--- src/rtl/regfile_pkg.sv ---
// Shared widths, reset-pattern helper and slot field bundle for the register-file stage.
package regfile_pkg;

   localparam int DATA_W_DEF = 8;
   localparam int OPC_W_DEF  = 4;
   localparam int DMA_W_DEF  = 4;
   localparam int DEPTH_DEF  = 8;
   localparam int AW_DEF     = $clog2(DEPTH_DEF);

   typedef struct packed {
      logic [AW_DEF-1:0]    opa;
      logic [AW_DEF-1:0]    opb;
      logic [AW_DEF-1:0]    dest;
      logic [OPC_W_DEF-1:0] opcode;
      logic [DMA_W_DEF-1:0] dmaddr;
   } rs_fields_t;

   // Register i starts at i*step, the top register at all ones; callers truncate to DATA_W.
   function automatic logic [63:0] reset_value(input int i, input int depth,
                                               input int data_w, input logic [63:0] step);
      logic [63:0] mask;
      mask = (data_w >= 64) ? '1 : ((64'd1 << data_w) - 64'd1);
      if (i == depth - 1) return mask;
      return (64'(i) * step) & mask;
   endfunction

endpackage

--- src/rtl/regfile_stage_if.sv ---
// Decode-side, writeback and execute-side signals of the register-file stage.
interface regfile_stage_if #(
   parameter int AW     = 3,
   parameter int DATA_W = 8,
   parameter int OPC_W  = 4,
   parameter int DMA_W  = 4
);
   logic              in_valid;
   logic              in_ready;
   logic [AW-1:0]     in_opa;
   logic [AW-1:0]     in_opb;
   logic [AW-1:0]     in_dest;
   logic [OPC_W-1:0]  in_opcode;
   logic [DMA_W-1:0]  in_dmaddr;
   logic              flush;
   logic              wr_en;
   logic [AW-1:0]     wr_addr;
   logic [DATA_W-1:0] wr_data;
   logic              out_valid;
   logic              out_ready;
   logic [DATA_W-1:0] out_operand_a;
   logic [DATA_W-1:0] out_operand_b;
   logic [AW-1:0]     out_opa;
   logic [AW-1:0]     out_opb;
   logic [AW-1:0]     out_dest;
   logic [OPC_W-1:0]  out_opcode;
   logic [DMA_W-1:0]  out_dmaddr;

   modport master (
      output in_valid, in_opa, in_opb, in_dest, in_opcode, in_dmaddr,
             flush, wr_en, wr_addr, wr_data, out_ready,
      input  in_ready, out_valid, out_operand_a, out_operand_b,
             out_opa, out_opb, out_dest, out_opcode, out_dmaddr
   );

   modport slave (
      input  in_valid, in_opa, in_opb, in_dest, in_opcode, in_dmaddr,
             flush, wr_en, wr_addr, wr_data, out_ready,
      output in_ready, out_valid, out_operand_a, out_operand_b,
             out_opa, out_opb, out_dest, out_opcode, out_dmaddr
   );
endinterface

--- src/rtl/regfile_array.sv ---
// Register storage with two combinational read ports; same-cycle write forwarding
// on the read ports is enabled by defining REGFILE_FORWARD_EN.
module regfile_array
   import regfile_pkg::*;
#(
   parameter int                DATA_W     = DATA_W_DEF,
   parameter int                DEPTH      = DEPTH_DEF,
   parameter logic [DATA_W-1:0] RESET_STEP = 8'h22,
   parameter bit                ZERO_REG   = 1'b0,
   localparam int               AW         = $clog2(DEPTH)
) (
   input  logic              clk,
   input  logic              reset,
   input  logic              i_wr_en,
   input  logic [AW-1:0]     i_wr_addr,
   input  logic [DATA_W-1:0] i_wr_data,
   input  logic [AW-1:0]     i_rd_addr_a,
   input  logic [AW-1:0]     i_rd_addr_b,
   output logic [DATA_W-1:0] o_rd_data_a,
   output logic [DATA_W-1:0] o_rd_data_b
);

   logic [DATA_W-1:0] r_mem [DEPTH];
   logic              w_wr_ok;
   logic [DATA_W-1:0] w_rd_data_a;
   logic [DATA_W-1:0] w_rd_data_b;

   assign w_wr_ok = i_wr_en && !(ZERO_REG && i_wr_addr == '0);

   // NOTE: the array is flops, not a RAM macro, so every entry is async-reset to its pattern.
   always_ff @(posedge clk or posedge reset) begin
      if (reset) begin
         for (int i = 0; i < DEPTH; i++)
            r_mem[i] <= DATA_W'(reset_value(i, DEPTH, DATA_W, 64'(RESET_STEP)));
      end else if (w_wr_ok) begin
         // NOTE: non-blocking so every reader of r_mem this edge sees the pre-write value.
         r_mem[i_wr_addr] <= i_wr_data;
      end
   end

   // NOTE: defaults first on every path keep this purely combinational (no latch).
   always_comb begin
      w_rd_data_a = r_mem[i_rd_addr_a];
      w_rd_data_b = r_mem[i_rd_addr_b];
`ifdef REGFILE_FORWARD_EN
      if (w_wr_ok && i_wr_addr == i_rd_addr_a) w_rd_data_a = i_wr_data;
      if (w_wr_ok && i_wr_addr == i_rd_addr_b) w_rd_data_b = i_wr_data;
`endif
      if (ZERO_REG && i_rd_addr_a == '0) w_rd_data_a = '0;
      if (ZERO_REG && i_rd_addr_b == '0) w_rd_data_b = '0;
   end

   assign o_rd_data_a = w_rd_data_a;
   assign o_rd_data_b = w_rd_data_b;

endmodule

--- src/rtl/regfile_stage.sv ---
// Register file fused with the decode-to-execute slot (valid/ready, stall, flush).
// Define REGFILE_FORWARD_EN to forward writeback data into accepted and stalled operands.
module regfile_stage
   import regfile_pkg::*;
#(
   parameter int                DATA_W     = DATA_W_DEF,
   parameter int                DEPTH      = DEPTH_DEF,
   parameter int                OPC_W      = OPC_W_DEF,
   parameter int                DMA_W      = DMA_W_DEF,
   parameter logic [DATA_W-1:0] RESET_STEP = 8'h22,
   parameter bit                ZERO_REG   = 1'b0,
   localparam int               AW         = $clog2(DEPTH)
) (
   input logic            clk,
   input logic            reset,
   regfile_stage_if.slave bus
);

   logic              w_accept;
   logic [DATA_W-1:0] w_rd_a;
   logic [DATA_W-1:0] w_rd_b;

   logic              r_valid;
   logic [DATA_W-1:0] r_op_a;
   logic [DATA_W-1:0] r_op_b;
   logic [AW-1:0]     r_opa;
   logic [AW-1:0]     r_opb;
   logic [AW-1:0]     r_dest;
   logic [OPC_W-1:0]  r_opcode;
   logic [DMA_W-1:0]  r_dmaddr;

   regfile_array #(
      .DATA_W     (DATA_W),
      .DEPTH      (DEPTH),
      .RESET_STEP (RESET_STEP),
      .ZERO_REG   (ZERO_REG)
   ) u_array (
      .clk         (clk),
      .reset       (reset),
      .i_wr_en     (bus.wr_en),
      .i_wr_addr   (bus.wr_addr),
      .i_wr_data   (bus.wr_data),
      .i_rd_addr_a (bus.in_opa),
      .i_rd_addr_b (bus.in_opb),
      .o_rd_data_a (w_rd_a),
      .o_rd_data_b (w_rd_b)
   );

   assign bus.in_ready = !bus.flush && (!r_valid || bus.out_ready);
   assign w_accept     = bus.in_valid && bus.in_ready;

`ifdef REGFILE_FORWARD_EN
   logic w_fwd_a;
   logic w_fwd_b;
   assign w_fwd_a = bus.wr_en && bus.wr_addr == r_opa && !(ZERO_REG && r_opa == '0);
   assign w_fwd_b = bus.wr_en && bus.wr_addr == r_opb && !(ZERO_REG && r_opb == '0);
`endif

   always_ff @(posedge clk or posedge reset) begin
      if (reset) begin
         r_valid  <= 1'b0;
         r_op_a   <= '0;
         r_op_b   <= '0;
         r_opa    <= '0;
         r_opb    <= '0;
         r_dest   <= '0;
         r_opcode <= '0;
         r_dmaddr <= '0;
      end else if (w_accept) begin
         r_valid  <= 1'b1;
         r_op_a   <= w_rd_a;
         r_op_b   <= w_rd_b;
         r_opa    <= bus.in_opa;
         r_opb    <= bus.in_opb;
         r_dest   <= bus.in_dest;
         r_opcode <= bus.in_opcode;
         r_dmaddr <= bus.in_dmaddr;
      end else if (bus.flush || bus.out_ready) begin
         // Flush, or drain with nothing accepted; clearing an empty slot is harmless.
         r_valid <= 1'b0;
`ifdef REGFILE_FORWARD_EN
      end else if (r_valid) begin
         if (w_fwd_a) r_op_a <= bus.wr_data;
         if (w_fwd_b) r_op_b <= bus.wr_data;
`endif
      end
   end

   assign bus.out_valid     = r_valid;
   assign bus.out_operand_a = r_op_a;
   assign bus.out_operand_b = r_op_b;
   assign bus.out_opa       = r_opa;
   assign bus.out_opb       = r_opb;
   assign bus.out_dest      = r_dest;
   assign bus.out_opcode    = r_opcode;
   assign bus.out_dmaddr    = r_dmaddr;

endmodule

--- src/flat_wrapper.sv ---
// flat-port wrapper written by rule: the top's interface ports become plain ports
module regfile_stage_flat import regfile_pkg::*;
#(
   parameter int                DATA_W     = DATA_W_DEF,
   parameter int                DEPTH      = DEPTH_DEF,
   parameter int                OPC_W      = OPC_W_DEF,
   parameter int                DMA_W      = DMA_W_DEF,
   parameter logic [DATA_W-1:0] RESET_STEP = 8'h22,
   parameter bit                ZERO_REG   = 1'b0,
   localparam int               AW         = $clog2(DEPTH)
)
  (clk, reset, bus_in_valid, bus_in_opa, bus_in_opb, bus_in_dest, bus_in_opcode, bus_in_dmaddr, bus_flush, bus_wr_en, bus_wr_addr, bus_wr_data, bus_out_ready, bus_in_ready, bus_out_valid, bus_out_operand_a, bus_out_operand_b, bus_out_opa, bus_out_opb, bus_out_dest, bus_out_opcode, bus_out_dmaddr);
  regfile_stage_if #(.AW(3), .DATA_W(DATA_W), .OPC_W(OPC_W), .DMA_W(DMA_W)) bus_i ();
  input logic clk;
  input logic reset;
  input wire logic [$bits(bus_i.in_valid)-1:0] bus_in_valid;
  input wire logic [$bits(bus_i.in_opa)-1:0] bus_in_opa;
  input wire logic [$bits(bus_i.in_opb)-1:0] bus_in_opb;
  input wire logic [$bits(bus_i.in_dest)-1:0] bus_in_dest;
  input wire logic [$bits(bus_i.in_opcode)-1:0] bus_in_opcode;
  input wire logic [$bits(bus_i.in_dmaddr)-1:0] bus_in_dmaddr;
  input wire logic [$bits(bus_i.flush)-1:0] bus_flush;
  input wire logic [$bits(bus_i.wr_en)-1:0] bus_wr_en;
  input wire logic [$bits(bus_i.wr_addr)-1:0] bus_wr_addr;
  input wire logic [$bits(bus_i.wr_data)-1:0] bus_wr_data;
  input wire logic [$bits(bus_i.out_ready)-1:0] bus_out_ready;
  output wire logic [$bits(bus_i.in_ready)-1:0] bus_in_ready;
  output wire logic [$bits(bus_i.out_valid)-1:0] bus_out_valid;
  output wire logic [$bits(bus_i.out_operand_a)-1:0] bus_out_operand_a;
  output wire logic [$bits(bus_i.out_operand_b)-1:0] bus_out_operand_b;
  output wire logic [$bits(bus_i.out_opa)-1:0] bus_out_opa;
  output wire logic [$bits(bus_i.out_opb)-1:0] bus_out_opb;
  output wire logic [$bits(bus_i.out_dest)-1:0] bus_out_dest;
  output wire logic [$bits(bus_i.out_opcode)-1:0] bus_out_opcode;
  output wire logic [$bits(bus_i.out_dmaddr)-1:0] bus_out_dmaddr;
  assign bus_i.in_valid = bus_in_valid;
  assign bus_i.in_opa = bus_in_opa;
  assign bus_i.in_opb = bus_in_opb;
  assign bus_i.in_dest = bus_in_dest;
  assign bus_i.in_opcode = bus_in_opcode;
  assign bus_i.in_dmaddr = bus_in_dmaddr;
  assign bus_i.flush = bus_flush;
  assign bus_i.wr_en = bus_wr_en;
  assign bus_i.wr_addr = bus_wr_addr;
  assign bus_i.wr_data = bus_wr_data;
  assign bus_i.out_ready = bus_out_ready;
  assign bus_in_ready = bus_i.in_ready;
  assign bus_out_valid = bus_i.out_valid;
  assign bus_out_operand_a = bus_i.out_operand_a;
  assign bus_out_operand_b = bus_i.out_operand_b;
  assign bus_out_opa = bus_i.out_opa;
  assign bus_out_opb = bus_i.out_opb;
  assign bus_out_dest = bus_i.out_dest;
  assign bus_out_opcode = bus_i.out_opcode;
  assign bus_out_dmaddr = bus_i.out_dmaddr;
  regfile_stage #(.DATA_W(DATA_W), .DEPTH(DEPTH), .OPC_W(OPC_W), .DMA_W(DMA_W), .RESET_STEP(RESET_STEP), .ZERO_REG(ZERO_REG)) u_core (.clk(clk), .reset(reset), .bus(bus_i));
endmodule
--- config.mk ---
export PLATFORM = sky130hd
export DESIGN_NAME = regfile_stage_flat
export DESIGN_NICKNAME = d
export VERILOG_FILES = /design/src/rtl/regfile_pkg.sv /design/src/rtl/regfile_stage_if.sv /design/src/rtl/regfile_array.sv /design/src/rtl/regfile_stage.sv /design/src/flat_wrapper.sv
export SDC_FILE = /design/constraint.sdc
export NUM_CORES = 1
export LEC_CHECK = 0
export BUFFER_PORTS_ARGS = -buffer_cell sky130_fd_sc_hd__buf_2
export CAP_MARGIN = 10
export CORE_ASPECT_RATIO = 1.2
export CORE_UTILIZATION = 30
export CTS_BUF_LIST = sky130_fd_sc_hd__clkbuf_4
export DETAILED_ROUTE_END_ITERATION = 8
export PLACE_DENSITY = 0.53
export SYNTH_ARGS = -nofsm -noshare
export SYNTH_HDL_FRONTEND = slang
export SYNTH_HIERARCHICAL = 1
export SYNTH_SLANG_ARGS = --single-unit
--- constraint.sdc ---
create_clock -name clk -period 3.4 [get_ports clk]
set_clock_uncertainty 0.2 [all_clocks]
set_input_delay 0 -clock clk [delete_from_list [all_inputs] [get_ports clk]]
set_output_delay 0 -clock clk [all_outputs]
set_load 0.03 [all_outputs]
==> impl_metrics.csv <==
group,metric,value,unit
route,antenna_left,0,
cells_and_area,syn2layout_area_growth,20.3,%
worst_setup_path,crit_path_max_fanout,8,
clock_tree,clk-insertion-delay-late,0.44,ns
timing,fmax,452,MHz
worst_setup_path,critPathTopFamily,"buffers and inverters",
clock_tree,postCtsSetupRepairBufs,0,
die,rows,50,
synth,ys_top_cells_by_count,"113 x mux2_2, 72 x dfrtp_1, 29 x mux4_1, 26 x dfstp_2, 8 x buf_2",
die,ios,69,
grt,grt_use_total,0.142,
worst_setup_path,crit_path_start_kind,"input port",
timing,finalHoldViolations,0,
grt,grt_max_degree,34,
route,drtIter0Drc,133,
worst_setup_path,cp_cell_sequence,"dlygate4sd3_1, buf_2, nor4b_4, dlygate4sd3_1, mux2_2",
timing,drv_slew,0,
grt,overflow,0,
route,wl,11100,um
placed_design,dp.cells,540,
route,drc_errors,0,
synth,synth_warnings,6,
cells_and_area,nFillCells,1507,
synth,yosysTopAreaCellShare,0.369,
worst_setup_path,cp_common_cell,"dlygate4sd3_1",
timing,rsz0062_at_grt,"no",
grt,antenna_found_initial,1,
route,vias,2904,
clock_tree,htree_levels,3,
clock_tree,cts-root-buf,"clkbuf_4",
pwr,cellPowerDensity,582,nW/um^2
grt,grt_pass1_vias,2995,
worst_setup_path,cp.required,3.53,ns
timing,post-route-period-util,0.650,
synth,synth_top_area_cell,"dfrtp_1",
synth,ys_types,18,
placed_design,hpwl,6950,um
cells_and_area,multi_input_area,2230,um^2
synth,yosysMostFrequentCell,"mux2_2",
route,via_per_inst,4.93,
clock_tree,clk_pin_slew_worst_paths,0.14,ns
worst_setup_path,path_buf_inv,3,
placed_design,gp_congestion,0.683,
cells_and_area,drive_gt1_frac,0.616,
cells_and_area,ff_latch_area,2480,um^2
pwr,leakagePower,2.52,nW
worst_setup_path,cp-end-kind,"flip-flop",
synth,synth_area_leaders,"dfrtp_1 37%, mux2_2 26%, mux4_1 16%, dfstp_2 14%, mux4_2 1.4%",
synth,synth-edff-count,0,
clock_tree,cts_tree,"yes",
die,die-area,16800,um^2
clock_tree,clockBufferDepth,2,
worst_setup_path,arrival,2.35,ns
timing,worstMarginPinSlew,0.774,ns
timing,fin_crit,2.21,ns
worst_hold_path,hold_path.class,"input port to async pin",
cells_and_area,nets,409,
synth,ys_seq_area_frac,0.509,
synth,synth_fp_nets,312,
die,die_height,142,um
pwr,ir_drop,0.154,mV
synth,async_flop_share,1.00,
die,die_w,118,um
synth,ys_seq_elements,98,
worst_setup_path,path_class,"input port to flip-flop",
route,routedWlPerCell,18.8,um
worst_setup_path,cpPeakStageDelay,0.97,ns
clock_tree,numCtsBuffers,9,
worst_setup_path,slowest_stage,"dlygate4sd3_1",
timing,setup_viol,0,
die,start_util,0.310,
timing,slew_headroom,0.481,
clock_tree,cts.sinks,98,
cells_and_area,stdcell_count,589,
grt,grt_pass1_wl,17700,um
die,core-area,15800,um^2
synth,netlist_area,4880,um^2
synth,synthFlopType,"dfrtp_1",
timing,setup_tns,0,ns
run,maxCapViolCount,0,
synth,avgSynthCellArea,17.6,um^2
placed_design,io_buffers,68,
route,drt-pass1-iter-count,5,
status,status,"finished clean",
synth,syn_inst,278,
registers in the layout, indices dropped and copies added, names as in the netlist:
register,count
u_core/bus.out_operand_b,8
u_core/bus.out_opcode,4
u_core/bus.out_dmaddr,4
u_core/bus.out_opa,3
u_core/bus.out_dest,3
u_core/bus.out_opb,3
u_core/bus.out_operand_a,8
u_core/bus.out_valid,1
u_core/u_array/r_mem,64
power by group:
part | total [mW] | internal (mW) | switching [mW]
sequential | 1.67 | 1.49 | 0.176
clock | 0.747 | 0.366 | 0.381
combinational | 1.00 | 0.519 | 0.481
area by class of cell:
cell class	count	area share
clock inverter	7	0.0183
antenna	1	0.000426
inverter	2	0.00128
clock buffer	9	0.0115
tap	208	0.0443
multi-input combinational	158	0.380
sequential	98	0.423
timing repair buffer	106	0.120
layout by cell type, fill, tap and decap left out, types with 2 or more instances in the layout:
cell type / netlist / final
buf_2: 8 / 68
buf_4: 0 / 6
bufinv_16: 0 / 3
clkbuf_4: 0 / 9
clkinv_1: 0 / 2
clkinv_2: 0 / 2
dfrtp_1: 72 / 72
dfstp_2: 26 / 26
dlygate4sd3_1: 0 / 32
mux2_2: 113 / 113
mux4_1: 29 / 29
mux4_2: 3 / 3
nand4b_1: 3 / 3
nor2_1: 3 / 3
nor4bb_1: 3 / 3
worst reg2reg max path, cell delays in order, from the launching register on:
cell and delay [ns]:
dfrtp_1 0.41, nor2b_4 0.14, nor3b_4 0.16, buf_4 0.44, mux2_2 0.41
metal layers:
metal / vias up / GRT usage / part of all wire
met5: - / 0 / 0
met4: 0 / 0.0540 / 0.014
met3: 12 / 0.0261 / 0.037
met2: 78 / 0.242 / 0.50
met1: 1524 / 0.179 / 0.45
li1: 1290 / - / -
worst paths after layout:
| check | cells past startpoint | slack (ns) | end | startpoint |
|---|---|---|---|---|
| worst max-delay path | 5 | 1.19 | u_core/u_array/r_mem[62]$_DFFE_PP0P_ | bus_wr_addr[1] |
| worst min-delay path | 3 | 0.02 | u_core/u_array/r_mem[18]$_DFFE_PP0P_ | reset |
| worst max register to register | 4 | 1.52 | u_core/bus.out_dmaddr[2]$_DFFE_PP0P_ | u_core/bus.out_valid$_DFFE_PP0P_ |
| worst min register to register | 1 | 0.32 | u_core/bus.out_operand_b[1]$_DFFE_PP0P_ | u_core/bus.out_operand_b[1]$_DFFE_PP0P_ |
| max in group asynchronous | 5 | 1.73 | u_core/bus.out_operand_a[1]$_DFFE_PP0P_ | reset |
| min in group clk | 4 | 0.05 | u_core/u_array/r_mem[55]$_DFFE_PP0P_ | bus_wr_addr[2] |
cells by family after synthesis:
group                  Yosys count  synth area share
buffers and inverters           22            0.0333
flip-flops                      98             0.509
multiplexers                   145             0.431
AND/OR/NAND/NOR                 13            0.0267
repair_timing:
action / in CTS / in global routing
endpoints found under the hold margin: 164 / 0
hold buffers: 32 / 0
gates resized for setup: 0 / 0
setup endpoints to repair: 0 / 0
metrics by stage:
| stage | setup slack, ns | hold WS [ns] | utilization | power [mW] | area, um^2 |
|---|---|---|---|---|---|
| finish | 1.19 | 0.0161 | 0.372 | 3.42 | 5870 |
| detailed placement | 1.46 | -0.103 | 0.341 | 2.68 | 5370 |
| global route | 1.11 | 0.0379 | 0.372 | 3.61 | 5870 |
| global placement | 1.46 | -0.101 | 0.341 | 2.65 | 5370 |
| CTS | 1.16 | 0.0126 | 0.372 | 3.47 | 5870 |
| floorplan | 1.61 | -0.134 | - | 2.40 | 4880 |
No activity file was read; power rests on OpenSTA's default activity.
